==> src/rtl/c2h_tx_pkg.sv <==
// Shared types and constants for the C2H frame transmitter.
package c2h_tx_pkg;

    typedef enum logic [3:0] {
        ST_IDLE,
        ST_HDR_RD,
        ST_HDR_CAP,
        ST_DAT_RD,
        ST_DAT_CAP,
        ST_LO,
        ST_HI,
        ST_IRQ,
        ST_DONE
    } tx_state_e;

    localparam int LEN_LSB        = 0;
    localparam int LEN_W          = 16;
    localparam int DEF_SLOT_WORDS = 64;

    // Largest payload that fits behind the header word of one slot.
    function automatic logic [LEN_W-1:0] max_len(input int slot_words);
        return LEN_W'((slot_words - 1) * 16);
    endfunction

endpackage

==> src/rtl/c2h_frame_tx_rr_arbiter.sv <==
// Round-robin picker: first set request at or after ptr, wrapping.
module rr_arbiter #(
    parameter int N  = 8,
    parameter int IW = (N > 1) ? $clog2(N) : 1
) (
    input  logic [N-1:0]  req,
    input  logic [IW-1:0] ptr,
    output logic [IW-1:0] gnt_idx,
    output logic          gnt_vld
);

    logic [IW-1:0] cand;

    always_comb begin
        gnt_idx = '0;
        gnt_vld = 1'b0;
        cand    = '0;
        for (int i = 0; i < N; i++) begin
            cand = IW'((int'(ptr) + i) % N);
            if (!gnt_vld && req[cand]) begin
                gnt_vld = 1'b1;
                gnt_idx = cand;
            end
        end
    end

endmodule

==> src/rtl/c2h_frame_tx.sv <==
// Streams ready frames from the 128-bit buffer RAM onto XDMA C2H channel 0,
// two 64-bit beats per word, with optional per-frame MSI and slot release.
module c2h_frame_tx
    import c2h_tx_pkg::*;
#(
    parameter int SLOTS      = 8,
    parameter int SLOT_WORDS = DEF_SLOT_WORDS,
    parameter int ADDR_W     = 32,
    parameter int IRQ_VEC    = 0
) (
    input  logic              clk,
    input  logic              rst_n,
    input  logic [SLOTS-1:0]  slot_ready,
    output logic [SLOTS-1:0]  slot_done,
    output logic              rd_en,
    output logic [ADDR_W-1:0] rd_addr,
    input  logic [127:0]      rd_data,
    output logic [63:0]       s_axis_c2h_tdata_0,
    output logic [7:0]        s_axis_c2h_tkeep_0,
    output logic              s_axis_c2h_tlast_0,
    output logic              s_axis_c2h_tvalid_0,
    input  logic              s_axis_c2h_tready_0,
    output logic [15:0]       usr_irq_req,
    input  logic [15:0]       usr_irq_ack,
    input  logic              msi_enable
);

    localparam int               IDX_W   = (SLOTS > 1) ? $clog2(SLOTS) : 1;
    localparam logic [LEN_W-1:0] MAX_LEN = max_len(SLOT_WORDS);
    localparam logic [LEN_W:0]   B_ONE   = 1;
    localparam logic [LEN_W:0]   B_SEVEN = 7;

    tx_state_e         state_q, state_d;
    logic [IDX_W-1:0]  idx_q, idx_d, ptr_q, ptr_d, gnt_idx;
    logic              gnt_vld;
    logic [ADDR_W-1:0] base_q, base_d;
    logic [LEN_W-1:0]  len_q, len_d, beat_q, beat_d, hdr_len;
    logic [127:0]      word_q, word_d;
    logic              irq_q, irq_d;
    logic [SLOTS-1:0]  done_q, done_d;
    logic [LEN_W:0]    n_beats;
    logic              last_beat, tvalid, unused_ack;
    logic [7:0]        keep_last;

    // done_q hides a just-released slot whose ready flag is still up.
    rr_arbiter #(.N(SLOTS), .IW(IDX_W)) u_arb (
        .req     (slot_ready & ~done_q),
        .ptr     (ptr_q),
        .gnt_idx (gnt_idx),
        .gnt_vld (gnt_vld)
    );

    assign hdr_len    = rd_data[LEN_LSB +: LEN_W];
    assign n_beats    = ({1'b0, len_q} + B_SEVEN) >> 3;
    assign last_beat  = ({1'b0, beat_q} + B_ONE) == n_beats;
    assign keep_last  = (len_q[2:0] == 3'd0) ? 8'hFF : (8'hFF >> (4'd8 - {1'b0, len_q[2:0]}));
    assign unused_ack = ^usr_irq_ack;

    assign tvalid              = (state_q == ST_LO) || (state_q == ST_HI);
    assign s_axis_c2h_tvalid_0 = tvalid;
    assign s_axis_c2h_tdata_0  = (state_q == ST_HI) ? word_q[127:64] : word_q[63:0];
    assign s_axis_c2h_tlast_0  = tvalid && last_beat;
    assign s_axis_c2h_tkeep_0  = !tvalid ? 8'h00 : (last_beat ? keep_last : 8'hFF);

    always_comb begin
        usr_irq_req          = '0;
        usr_irq_req[IRQ_VEC] = irq_q;
    end

    always_comb begin
        state_d   = state_q;
        idx_d     = idx_q;
        ptr_d     = ptr_q;
        base_d    = base_q;
        len_d     = len_q;
        beat_d    = beat_q;
        word_d    = word_q;
        irq_d     = irq_q;
        rd_en     = 1'b0;
        rd_addr   = '0;
        slot_done = '0;
        unique case (state_q)
            ST_IDLE: if (gnt_vld) begin
                idx_d   = gnt_idx;
                base_d  = ADDR_W'(gnt_idx) * ADDR_W'(SLOT_WORDS);
                ptr_d   = (gnt_idx == IDX_W'(SLOTS - 1)) ? '0 : gnt_idx + IDX_W'(1);
                beat_d  = '0;
                state_d = ST_HDR_RD;
            end
            ST_HDR_RD: begin
                rd_en   = 1'b1;
                rd_addr = base_q;
                state_d = ST_HDR_CAP;
            end
            ST_HDR_CAP: begin
                len_d   = (hdr_len > MAX_LEN) ? MAX_LEN : hdr_len;
                beat_d  = '0;
                state_d = (hdr_len == '0) ? ST_DONE : ST_DAT_RD;
            end
            ST_DAT_RD: begin
                rd_en   = 1'b1;
                rd_addr = base_q + ADDR_W'(beat_q >> 1) + ADDR_W'(1);
                state_d = ST_DAT_CAP;
            end
            ST_DAT_CAP: begin
                word_d  = rd_data;
                state_d = ST_LO;
            end
            ST_LO, ST_HI: if (s_axis_c2h_tready_0) begin
                if (last_beat) begin
                    irq_d   = msi_enable;
                    state_d = ST_IRQ;
                end else begin
                    beat_d  = beat_q + LEN_W'(1);
                    state_d = (state_q == ST_LO) ? ST_HI : ST_DAT_RD;
                end
            end
            ST_IRQ: begin
                if (!irq_q) begin
                    state_d = ST_DONE;
                end else if (usr_irq_ack[IRQ_VEC]) begin
                    irq_d   = 1'b0;
                    state_d = ST_DONE;
                end
            end
            ST_DONE: begin
                slot_done[idx_q] = 1'b1;
                state_d          = ST_IDLE;
            end
            default: state_d = ST_IDLE;
        endcase
        done_d = slot_done;
    end

    always_ff @(posedge clk or negedge rst_n) begin
        if (!rst_n) begin
            state_q <= ST_IDLE;
            idx_q   <= '0;
            ptr_q   <= '0;
            base_q  <= '0;
            len_q   <= '0;
            beat_q  <= '0;
            word_q  <= '0;
            irq_q   <= 1'b0;
            done_q  <= '0;
        end else begin
            state_q <= state_d;
            idx_q   <= idx_d;
            ptr_q   <= ptr_d;
            base_q  <= base_d;
            len_q   <= len_d;
            beat_q  <= beat_d;
            word_q  <= word_d;
            irq_q   <= irq_d;
            done_q  <= done_d;
        end
    end

endmodule
==> config.mk <==
export PLATFORM = sky130hd
export DESIGN_NAME = c2h_frame_tx
export DESIGN_NICKNAME = d
export VERILOG_FILES = /design/src/rtl/c2h_tx_pkg.sv /design/src/rtl/c2h_frame_tx_rr_arbiter.sv /design/src/rtl/c2h_frame_tx.sv
export SDC_FILE = /design/constraint.sdc
export NUM_CORES = 1
export LEC_CHECK = 0
export BUFFER_PORTS_ARGS = -buffer_cell sky130_fd_sc_hd__clkbuf_2
export CAP_MARGIN = 40
export CORE_UTILIZATION = 49
export DETAILED_ROUTE_END_ITERATION = 10
export PLACE_DENSITY = 0.85
export REMOVE_ABC_BUFFERS = 1
export SLEW_MARGIN = 20
export SYNTH_ARGS = -nofsm -noshare
export SYNTH_HDL_FRONTEND = slang
export SYNTH_HIERARCHICAL = 1
export SYNTH_SLANG_ARGS = --single-unit
==> constraint.sdc <==
create_clock -name clk -period 3.4 [get_ports clk]
set_clock_uncertainty 0.05 [all_clocks]
set_input_delay 0.17 -clock clk [delete_from_list [all_inputs] [get_ports clk]]
set_output_delay 0.17 -clock clk [all_outputs]
set_load 0.02 [all_outputs]
==> run metrics <==
Critical Path RT 3.18 ns; WL per Instance 20.0 µm; run status complete, no violations; Synth area leaders dfrtp_1 (42%), mux2_2 (21%), xnor2_1 (2.4%), buf_4 (2.3%), mux4_2 (2.1%); Design Area, Final 14700 µm²; CTS Sinks 179; vias in the first global route 9510; clk_lat worst skew 0.43 ns; layout cell share with drive strength beyond 1 0.451; xor/xnor share of the synthesized area 0.0371; die width 150 µm; Most Crowded Layer GR met2; GRT overflow 0; GRT met2 Usage 0.498; Max rail drop VDD 0.000603 V; post-synthesis mux area share 0.264; Core Region 21300 µm²; worst-margin pin slew 0.749 ns; largest family of logic cells by synthesized area multiplexers; Netlist cell types 84; R2R Path Start ptr_q[1]; CTS tree yes; DRC 0; Via density 5.78; GP Congestion around 0.9; post-synthesis sequential area ratio 0.415; Leakage 6.53 nW; Worst Setup Start Kind flop; H-tree depth 4; first-pass GRT wire length 50400 µm; placed cell count about 1500; Synth Flop Type dfrtp_1; commonest non-fill, non-tap cell in the layout clkbuf_2; async set or reset register ratio after synthesis 1.00; reg-to-reg critical path endpoint ptr_q[2]; Routed Antenna Nets 0; DP Area 12200 µm²; diode count 0; die area between 20000 and 25000 µm²; Port Buffers 240; hold_ws approximately 0.022 ns; fmax 297 MHz; relative slew slack 0.501; Worst Setup SP beat_q[1]; Crit Path Class reg -> out; Synth area leader dfrtp_1; Initial DRC Count 610; synthesized area 10800 µm²; DRT Pass-1 Iters 5; row count 53; layout filler cell count 1332; final non-filler cell total ~1600; R2R setup slack 0.16 ns; total global-route track usage 0.290; Syn Area/Cell 11.1 µm²; Setup-failing EPs final 0; P&R area growth vs syn 35.8%; Power Dens Cells 845 nW/µm²; Reg area 4490 µm²; Pins Over Slew Limit 0; Critical Path AT around 3.2 ns; hold path start rd_data[7]; Worst setup EP type primary output; synthesized instance count 968; Simple-Gate Fraction of Synth Area 0.142; Die H 150 µm; HPWL Detailed 19600 µm; io pins 287; GR Util met1 0.360; Final TNS setup 0 ns; crit share post-route 0.991; Hold Path End len_q[7]; reg2reg path depth 10; clk slew on worst S/H paths 0.07 ns; CTS Buf Count 17; CP max FO 8; area of the multi-input gates just over 6000 µm²; WL final 32500 µm; Hold Vio Cnt, Final 0; Warnings, synthesis 6; Synth Register Bits 179; Adder-Cell Fraction of Synth Area 0.0162; Compound-Gate Fraction of Synth Area 0.0687; fin nets 1512; min cycle time layout around 3.4 ns; unrepaired setup endpoints after global routing true; vias 9417; GR Layer Usage met3 0.0488; Worst Hold Class in -> reg; post-synth top area share 0.415; most frequent cells in the layout clkbuf_2 (234), mux2_2 (200), dfrtp_1 (171), dlygate4sd3_1 (129), nand2_1 (59); max cap viols 0; Clock Path Buffers 2; Post-synth EDFFs 0; initial antenna violation count 0; WHS Path Cells 2; initial cell density of the core 0.507; Root Buffer Master clkbuf_16; fin util 0.688; maximum number of pins on one net before global-route repair 129
worst max path at each step:
stage          slack, ns  cells after the start                     to
6_report            0.03                     10  s_axis_c2h_tkeep_0[1]
3_3_place_gp        0.07                     14             state_q[0]
2_1_floorplan      -7.11                      3              word_q[0]
4_1_cts            0.007                     10     s_axis_c2h_tlast_0
5_1_grt            -0.09                     11  s_axis_c2h_tkeep_0[1]
3_5_place_dp       -0.02                     14             state_q[0]
per-stage QoR:
step	total power, mW	setup slack, ns
3_5_place_dp	9.65	-0.0235
2_1_floorplan	7.79	-7.11
6_report	12.4	0.0322
3_3_place_gp	9.44	0.0701
5_1_grt	13.0	-0.0907
4_1_cts	11.8	0.00724
sequential cells by signal, summed over array words and instances, names as in the netlist:
register,cells
word_q,128
beat_q,16
len_q,16
done_q,8
state_q,4
idx_q,3
ptr_q,3
irq_q,1
timing repair:
action	4_1_cts	5_1_grt
setup buffers	0	14
cloned	0	0
endpoints found under the hold margin	222	0
pin swaps	3	29
endpoints found under the setup margin	11	27
hold buffers	129	0
gates resized for setup	26	49
cells in the mapped netlist, drive strengths merged (5+ instances only):
| cell | count |
|---|---|
| mux2 | 202 |
| dfrtp | 179 |
| nand2 | 61 |
| buf | 59 |
| nor2 | 48 |
| clkbuf | 35 |
| xnor2 | 31 |
| nor3 | 28 |
| a21oi | 27 |
| o21ai | 27 |
| nand3 | 25 |
| mux2i | 20 |
| and3 | 18 |
| inv | 17 |
| mux4 | 15 |
| nor2b | 15 |
| ha | 14 |
| nand4 | 14 |
| nor4 | 14 |
| xor2 | 13 |
| a31oi | 10 |
| nand2b | 9 |
| and2 | 8 |
| or3 | 7 |
| and4 | 5 |
report_power, final:
part           leakage, nW  internal (mW)  switching, mW
sequential            2.17           3.02          0.771
combinational         4.06           3.08           3.47
clock                0.298           1.02           1.02
cell families after synthesis:
group | after synthesis
AOI/OAI and AO/OA | 111
DFF | 179
adders and majority gates | 14
xor gates and xnor gates | 44
other | 1
buffers and inverters | 111
muxes | 237
and+or+nand+nor | 271
final cells by class:
cell class	instances	share of cell area
Timing Repair Buffer	419	0.202
Clock buffer	17	0.0290
Multi-Input combinational cell	708	0.421
Inverter	17	0.00435
Sequential cell	179	0.306
Tap cell	275	0.0235
Clock inverter	15	0.0137
per-layer routing:
layer  wire length, µm  vias to the layer above
met1             12900                     4661
met4              1210                        0
met5                 0                        -
met3              2000                       98
li1                  -                     4210
met2             16500                      448
critical path: stages, from the launching register on:
cell and delay (ns):
dfrtp_2 0.45, ha_4 0.20, xor2_1 0.17, xnor2_1 0.17, or3_1 0.40, a32oi_1 0.18
nand4_1 0.11, or4_4 0.53, nor2_4 0.21, a31oi_1 0.12, buf_4 0.18
Note: power is estimated with default switching activity, not from simulation.
